`src/rtl/video_pkg.sv`:
```
// video_pkg: shared types and widths for the video capture sink.
// Holds pixel/state typedefs and the measurement counter widths.
package video_pkg;

   localparam int LEN_W = 12;
   localparam int CNT_W = 10;

   typedef struct packed {
      logic [7:0] r;
      logic [7:0] g;
      logic [7:0] b;
   } rgb888_t;

   typedef enum logic [2:0] {
      IDLE,
      WAIT_VS,
      V_PORCH,
      ACTIVE,
      DONE
   } cap_state_e;

   // bits needed to hold 0..n, never less than one
   function automatic int cw(input int n);
      return (n < 1) ? 1 : $clog2(n + 1);
   endfunction

endpackage

```
`src/rtl/video_capture_sync_edge.sv`:
```
// sync_edge: polarity-normalise and register one sync input,
// then flag its leading and trailing edges on the system clock.
module sync_edge #(
   parameter bit POL = 1'b1
) (
   input  logic clk_i,
   input  logic rst_ni,
   input  logic sync_in,
   output logic lead,
   output logic trail
);

   logic s_q;
   logic d_q;

   always_ff @(posedge clk_i or negedge rst_ni) begin
      if (!rst_ni) begin
         s_q <= 1'b0;
         d_q <= 1'b0;
      end else begin
         s_q <= POL ? sync_in : ~sync_in;
         d_q <= s_q;
      end
   end

   assign lead  = s_q & ~d_q;
   assign trail = ~s_q & d_q;

endmodule

```
`src/rtl/video_capture.sv`:
```
// video_capture: captures one armed frame of an hsync/vsync/rgb stream
// into a pixel write port and measures line/frame timing.
module video_capture
   import video_pkg::*;
#(
   parameter int WIDTH    = 320,
   parameter int HEIGHT   = 240,
   parameter int H_BP     = 23,
   parameter int V_BP     = 5,
   parameter bit SYNC_POL = 1'b1,
   parameter int AW       = $clog2(WIDTH * HEIGHT)
) (
   input  logic             clk_i,
   input  logic             rst_ni,
   input  logic             pix_ce,
   input  logic             hsync,
   input  logic             vsync,
   input  logic [23:0]      rgb,
   input  logic             arm,
   output logic             busy,
   output logic             wr_en,
   output logic [AW-1:0]    wr_addr,
   output logic [23:0]      wr_data,
   output logic             frame_done,
   output logic             timing_err,
   output logic [LEN_W-1:0] line_len,
   output logic [CNT_W-1:0] line_cnt
);

   localparam int XW  = cw(WIDTH - 1);
   localparam int YW  = cw(HEIGHT - 1);
   localparam int HBW = cw(H_BP);
   localparam int VBW = cw(V_BP);

   logic hs_lead, hs_trail;
   logic vs_lead, vs_trail;

   cap_state_e state_q, state_d;

   logic           in_line_q;
   logic [HBW-1:0] hbp_q;
   logic [VBW-1:0] vbp_q;
   logic [XW-1:0]  x_q;
   logic [YW-1:0]  y_q;
   logic [AW-1:0]  addr_q;

   logic           wr_en_q;
   logic [AW-1:0]  wr_addr_q;
   rgb888_t        wr_data_q;
   logic           frame_done_q;
   logic           terr_q;

   logic [LEN_W-1:0] hcnt_q, line_len_q;
   logic [CNT_W-1:0] vcnt_q, line_cnt_q;

   logic arm_ok, abort, start_line;
   logic take_pix, last_pix;

   sync_edge #(.POL(SYNC_POL)) u_hs (
      .clk_i   (clk_i),
      .rst_ni  (rst_ni),
      .sync_in (hsync),
      .lead    (hs_lead),
      .trail   (hs_trail)
   );

   sync_edge #(.POL(SYNC_POL)) u_vs (
      .clk_i   (clk_i),
      .rst_ni  (rst_ni),
      .sync_in (vsync),
      .lead    (vs_lead),
      .trail   (vs_trail)
   );

   always_ff @(posedge clk_i or negedge rst_ni) begin
      if (!rst_ni) state_q <= IDLE;
      else         state_q <= state_d;
   end

   always_comb begin
      state_d    = state_q;
      arm_ok     = 1'b0;
      abort      = 1'b0;
      start_line = 1'b0;
      take_pix   = 1'b0;
      last_pix   = 1'b0;
      unique case (state_q)
         IDLE: begin
            if (arm) begin
               arm_ok  = 1'b1;
               state_d = WAIT_VS;
            end
         end
         WAIT_VS: begin
            if (vs_trail)
               state_d = (V_BP == 0) ? ACTIVE : V_PORCH;
         end
         V_PORCH: begin
            if (vs_lead)
               abort = 1'b1;
            else if (hs_trail && vbp_q == VBW'(1))
               state_d = ACTIVE;
         end
         ACTIVE: begin
            // a new line starting before this one is full is a timing fault
            if (vs_lead || (hs_lead && in_line_q)) begin
               abort = 1'b1;
            end else if (!in_line_q) begin
               start_line = hs_trail;
            end else if (pix_ce && hbp_q == '0) begin
               take_pix = 1'b1;
               if (x_q == XW'(WIDTH - 1)) begin
                  last_pix = 1'b1;
                  if (y_q == YW'(HEIGHT - 1))
                     state_d = DONE;
               end
            end
         end
         DONE: state_d = IDLE;
         default: state_d = IDLE;
      endcase
      if (abort) state_d = IDLE;
   end

   always_ff @(posedge clk_i or negedge rst_ni) begin
      if (!rst_ni) begin
         in_line_q    <= 1'b0;
         hbp_q        <= '0;
         vbp_q        <= '0;
         x_q          <= '0;
         y_q          <= '0;
         addr_q       <= '0;
         wr_en_q      <= 1'b0;
         wr_addr_q    <= '0;
         wr_data_q    <= '0;
         frame_done_q <= 1'b0;
         terr_q       <= 1'b0;
      end else begin
         wr_en_q      <= take_pix;
         frame_done_q <= (state_q == DONE);
         if (arm_ok)     terr_q <= 1'b0;
         else if (abort) terr_q <= 1'b1;
         if (take_pix) begin
            wr_addr_q <= addr_q;
            wr_data_q <= rgb;
         end
         if (state_q == WAIT_VS)
            vbp_q <= VBW'(V_BP);
         else if (state_q == V_PORCH && hs_trail)
            vbp_q <= vbp_q - 1'b1;
         if (arm_ok) begin
            addr_q    <= '0;
            y_q       <= '0;
            in_line_q <= 1'b0;
         end else if (abort) begin
            in_line_q <= 1'b0;
         end else if (start_line) begin
            in_line_q <= 1'b1;
            hbp_q     <= HBW'(H_BP);
            x_q       <= '0;
         end else if (take_pix) begin
            addr_q <= addr_q + 1'b1;
            x_q    <= x_q + 1'b1;
            if (last_pix) begin
               in_line_q <= 1'b0;
               y_q       <= y_q + 1'b1;
            end
         end else if (in_line_q && pix_ce && hbp_q != '0) begin
            hbp_q <= hbp_q - 1'b1;
         end
      end
   end

   // free-running timing measurement, independent of capture state
   always_ff @(posedge clk_i or negedge rst_ni) begin
      if (!rst_ni) begin
         hcnt_q     <= '0;
         line_len_q <= '0;
         vcnt_q     <= '0;
         line_cnt_q <= '0;
      end else begin
         if (hs_lead) begin
            line_len_q <= hcnt_q;
            hcnt_q     <= pix_ce ? LEN_W'(1) : '0;
         end else if (pix_ce && hcnt_q != '1) begin
            hcnt_q <= hcnt_q + 1'b1;
         end
         if (vs_lead) begin
            line_cnt_q <= vcnt_q;
            vcnt_q     <= hs_lead ? CNT_W'(1) : '0;
         end else if (hs_lead && vcnt_q != '1) begin
            vcnt_q <= vcnt_q + 1'b1;
         end
      end
   end

   assign busy       = (state_q != IDLE);
   assign wr_en      = wr_en_q;
   assign wr_addr    = wr_addr_q;
   assign wr_data    = wr_data_q;
   assign frame_done = frame_done_q;
   assign timing_err = terr_q;
   assign line_len   = line_len_q;
   assign line_cnt   = line_cnt_q;

endmodule

```
`config.mk`:
```
export PLATFORM = sky130hd
export DESIGN_NAME = video_capture
export DESIGN_NICKNAME = d
export VERILOG_FILES = /design/src/rtl/video_pkg.sv /design/src/rtl/video_capture_sync_edge.sv /design/src/rtl/video_capture.sv
export SDC_FILE = /design/constraint.sdc
export NUM_CORES = 1
export LEC_CHECK = 0
export ABC_AREA = 1
export CAP_MARGIN = 25
export CELL_PAD_IN_SITES_DETAIL_PLACEMENT = 0
export CELL_PAD_IN_SITES_GLOBAL_PLACEMENT = 2
export CORE_MARGIN = 3
export CORE_UTILIZATION = 34
export DETAILED_ROUTE_END_ITERATION = 8
export HOLD_SLACK_MARGIN = 0.03
export PLACE_DENSITY = 0.93
export SKIP_LAST_GASP = 1
export SLEW_MARGIN = 10
export SYNTH_ARGS = -nofsm -noshare
export SYNTH_HDL_FRONTEND = slang
export SYNTH_SLANG_ARGS = --single-unit
```
`constraint.sdc`:
```
create_clock -name clk_i -period 4.7 [get_ports clk_i]
set_clock_uncertainty 0.1 [all_clocks]
set_input_delay 0.47 -clock clk_i [delete_from_list [all_inputs] [get_ports clk_i]]
set_output_delay 0.47 -clock clk_i [all_outputs]
set_load 0.1 [all_outputs]
```
==> impl_results.md <==
- Status: complete, no violations
- TritonCTS clock tree: yes
- Die width: 146 µm
- CP max stage delay: 1.00 ns
- CP cell instances: nor2_1 -> nand2_1 -> clkdlybuf4s50_1
- Final wirelength: 16100 µm
- Maximum vdd drop: 0.287 mV
- WS Path Type: reg2out
- # setup viols final: 0
- Power per cell area: 455 mW/mm²
- CTS sink cnt: 138
- Setup TNS: 0 ns
- Synthesis Warnings: 0
- Fin crit share: 59.7%
- Cell area after placement: 0.00781 mm²
- Reg-to-reg setup timing slack: 2.13 ns
- Final GP Congestion: 0.803
- Layout cells sized above 1: 5.41%
- Die ar.: 0.0213 mm²
- Fill cells: 1893
- Max-cap violations: 0
- Vias: 5575
- RSZ-0062 raised after global routing: false
- Clock slew at reported path FFs: 0.06 ns
- I/O Pins: 97
- HP Class: reg2reg
- Syn Area/Cell: 7.99 µm²
- CTS Buf Count: 17
- Design area: 0.00849 mm²
- GRT overflow: 0
- Initial antenna violation count: 0
- Crit start category: flop
- Sequential-to-total area share from yosys stat: 52.0%
- Syn_nets: 871
- Post-layout net count: 968
- Number of synthesized register bits: 138
- Relative slew slack: 30.0%
- Pre-Repair DR Iteration Count: 5
- Area Overhead vs Synth: 27.8%
- Clock latency on the worst-skew pair: 0.42 ns
- Crit-path slowest cell: clkdlybuf4s50_1
- Global-route wire length before repair: 27300 µm
- Worst EP required: 4.13 ns
- Routed Antenna Nets: 0
- Core Box Area: 0.0190 mm²
- DPL Wire Length: 10900 µm
- Distinct cell type count after synthesis: 33
- Worst-margin pin slew: 1.05 ns
- Initial Util: 35.1%
- Total count of hold-check failures in the final report: 0
- Initial DRC Count: 272
- Pin count of the biggest net entering global routing: 66
- CP bufs+invs: 1
- Ant diodes: 0
- Synth top area cells: dfrtp_1 52%, nand2_1 17%, o21ai_0 5.0%
- Wire per inst: 13.4 µm
- Pins Over Slew Limit: 0
- Synth area leader: dfrtp_1
- Lkg Pwr: 0.00408 µW
- Mapped Area: 0.00665 mm²
- Max FO, Critical Path: 5
- CP Capture Type: output pin
- Clock Path Buffers: 2
- Vias/cell: 4.64
- Resized Gates After CTS: 0
- Top cell type's share of synthesized area: 52.0%
- CTS Root Cell: clkbuf_16
- GRT Util Overall: 15.7%
- Vias in the first global route: 5387
- Cell count after synthesis: 832
- H-tree Lvls: 4
- Buffers on Ports: 96
- WP data arrival: 2.24 ns
- Die extent in y: 146 µm
- Tot Pwr: 3870 µW
- Drt drc: 0
- Final Critical Period: 2.81 ns
- Row cnt: 50
- Kind of cell adding the most delay to the critical path: buffers and inverters
- Maximum clock rate: 356 MHz
## power breakdown
group	internal [µW]	switching, µW
clock	912	515
combinational	269	774
sequential	1310	91.0
total	2490	1380
## cell usage after synthesis
library cell and n:
nor2_4 1, clkbuf_1 7, a31o_2 1, buf_2 10, buf_4 4, nand3_2 2, a21boi_0 1, nand2_2 1
a21oi_2 1, clkinv_1 1, o21ai_0 67, nor2_2 3, o22ai_1 1, nand3_1 63, o21ai_1 11, xor2_1 14
nor3b_1 1, ha_1 9, and2_0 1, or2_2 1, o211ai_1 1, xnor2_1 5, nand4_1 29, nor3_4 1
nand3b_1 3, buf_6 4, nand2_1 297, inv_2 2, dfrtp_1 138, nor2_1 48, a21oi_1 6, nor3_1 14
inv_1 84
## layout by cell type, fill, tap and decap left out, types with 2 or more instances in the layout
| cell | Yosys | final |
|---|---|---|
| a21oi_1 | 6 | 6 |
| buf_4 | 4 | 4 |
| bufinv_16 | 0 | 4 |
| clkbuf_16 | 0 | 17 |
| clkbuf_8 | 0 | 2 |
| clkdlybuf4s50_1 | 0 | 95 |
| clkinv_2 | 0 | 4 |
| clkinvlp_4 | 0 | 3 |
| dfrtp_1 | 138 | 138 |
| ha_1 | 9 | 9 |
| inv_1 | 84 | 84 |
| inv_2 | 2 | 2 |
| nand2_1 | 297 | 297 |
| nand3_1 | 63 | 63 |
| nand3_2 | 2 | 2 |
| nand3b_1 | 3 | 3 |
| nand4_1 | 29 | 29 |
| nor2_1 | 48 | 48 |
| nor2_2 | 3 | 3 |
| nor3_1 | 14 | 14 |
| o21ai_0 | 67 | 67 |
| o21ai_1 | 11 | 11 |
| xnor2_1 | 5 | 5 |
| xor2_1 | 14 | 14 |
## registers in the layout (all words and copies together), names as in the netlist, 3 cells and up
register	cells
hcnt_q	12
line_len	12
hbp_q	5
x_q	9
wr_addr	17
line_cnt	10
y_q	8
wr_data	24
vcnt_q	10
addr_q	17
state_q	3
vbp_q	3
## metal layers
metal	track usage (%)	vias up	share of wire (%)
li1	-	2873	-
met1	21.2	2607	49
met2	25.0	82	47
met3	3.67	13	3.3
met4	4.94	0	1.1
met5	0	-	0
## final cells by class
class | count | area [µm²] | share of cell area [%]
multi-input combinational | 582 | 2720 | 32.0
tap | 260 | 325 | 3.83
timing repair buffer | 103 | 1040 | 12.3
inverter | 87 | 327 | 3.85
clock inverter | 12 | 171 | 2.02
sequential | 138 | 3450 | 40.7
clock buffer | 20 | 457 | 5.38
## kinds of logic after synthesis
family	synth area share, %
DFF	52.0
AOI/OAI and AO/OA	6.91
adders and majority gates	1.69
xor gates and xnor gates	2.50
buffers and inverters	7.19
and+or+nand+nor	29.7
## final timing paths
check                            from     endpoint  cells after the start
setup / recovery           state_q[0]         busy                      3
hold / removal               u_vs.s_q     u_vs.d_q                      0
setup reg to reg             hbp_q[0]       y_q[0]                     10
hold reg to reg              u_vs.s_q     u_vs.d_q                      0
max in group asynchronous      rst_ni       y_q[0]                      3
min in group asynchronous      rst_ni  line_cnt[4]                      2
## metrics by stage
stage               setup slack (ns)  std cells  hold WS (ns)  util (%)
floorplan                       2.94        832        0.0744         -
global placement                1.74       1167         0.279      41.2
detailed placement              1.68       1167         0.294      41.2
CTS                             1.66       1200         0.308      44.6
global route                    1.79       1202         0.326      44.8
finish                          1.89       1202         0.307      44.8
## timing repair
item | CTS | global route
buffers inserted | 0 | 0
hold buffers | 1 | 0
endpoints found under the hold margin | 63 | 0
Power figures use the tool's default switching activity.
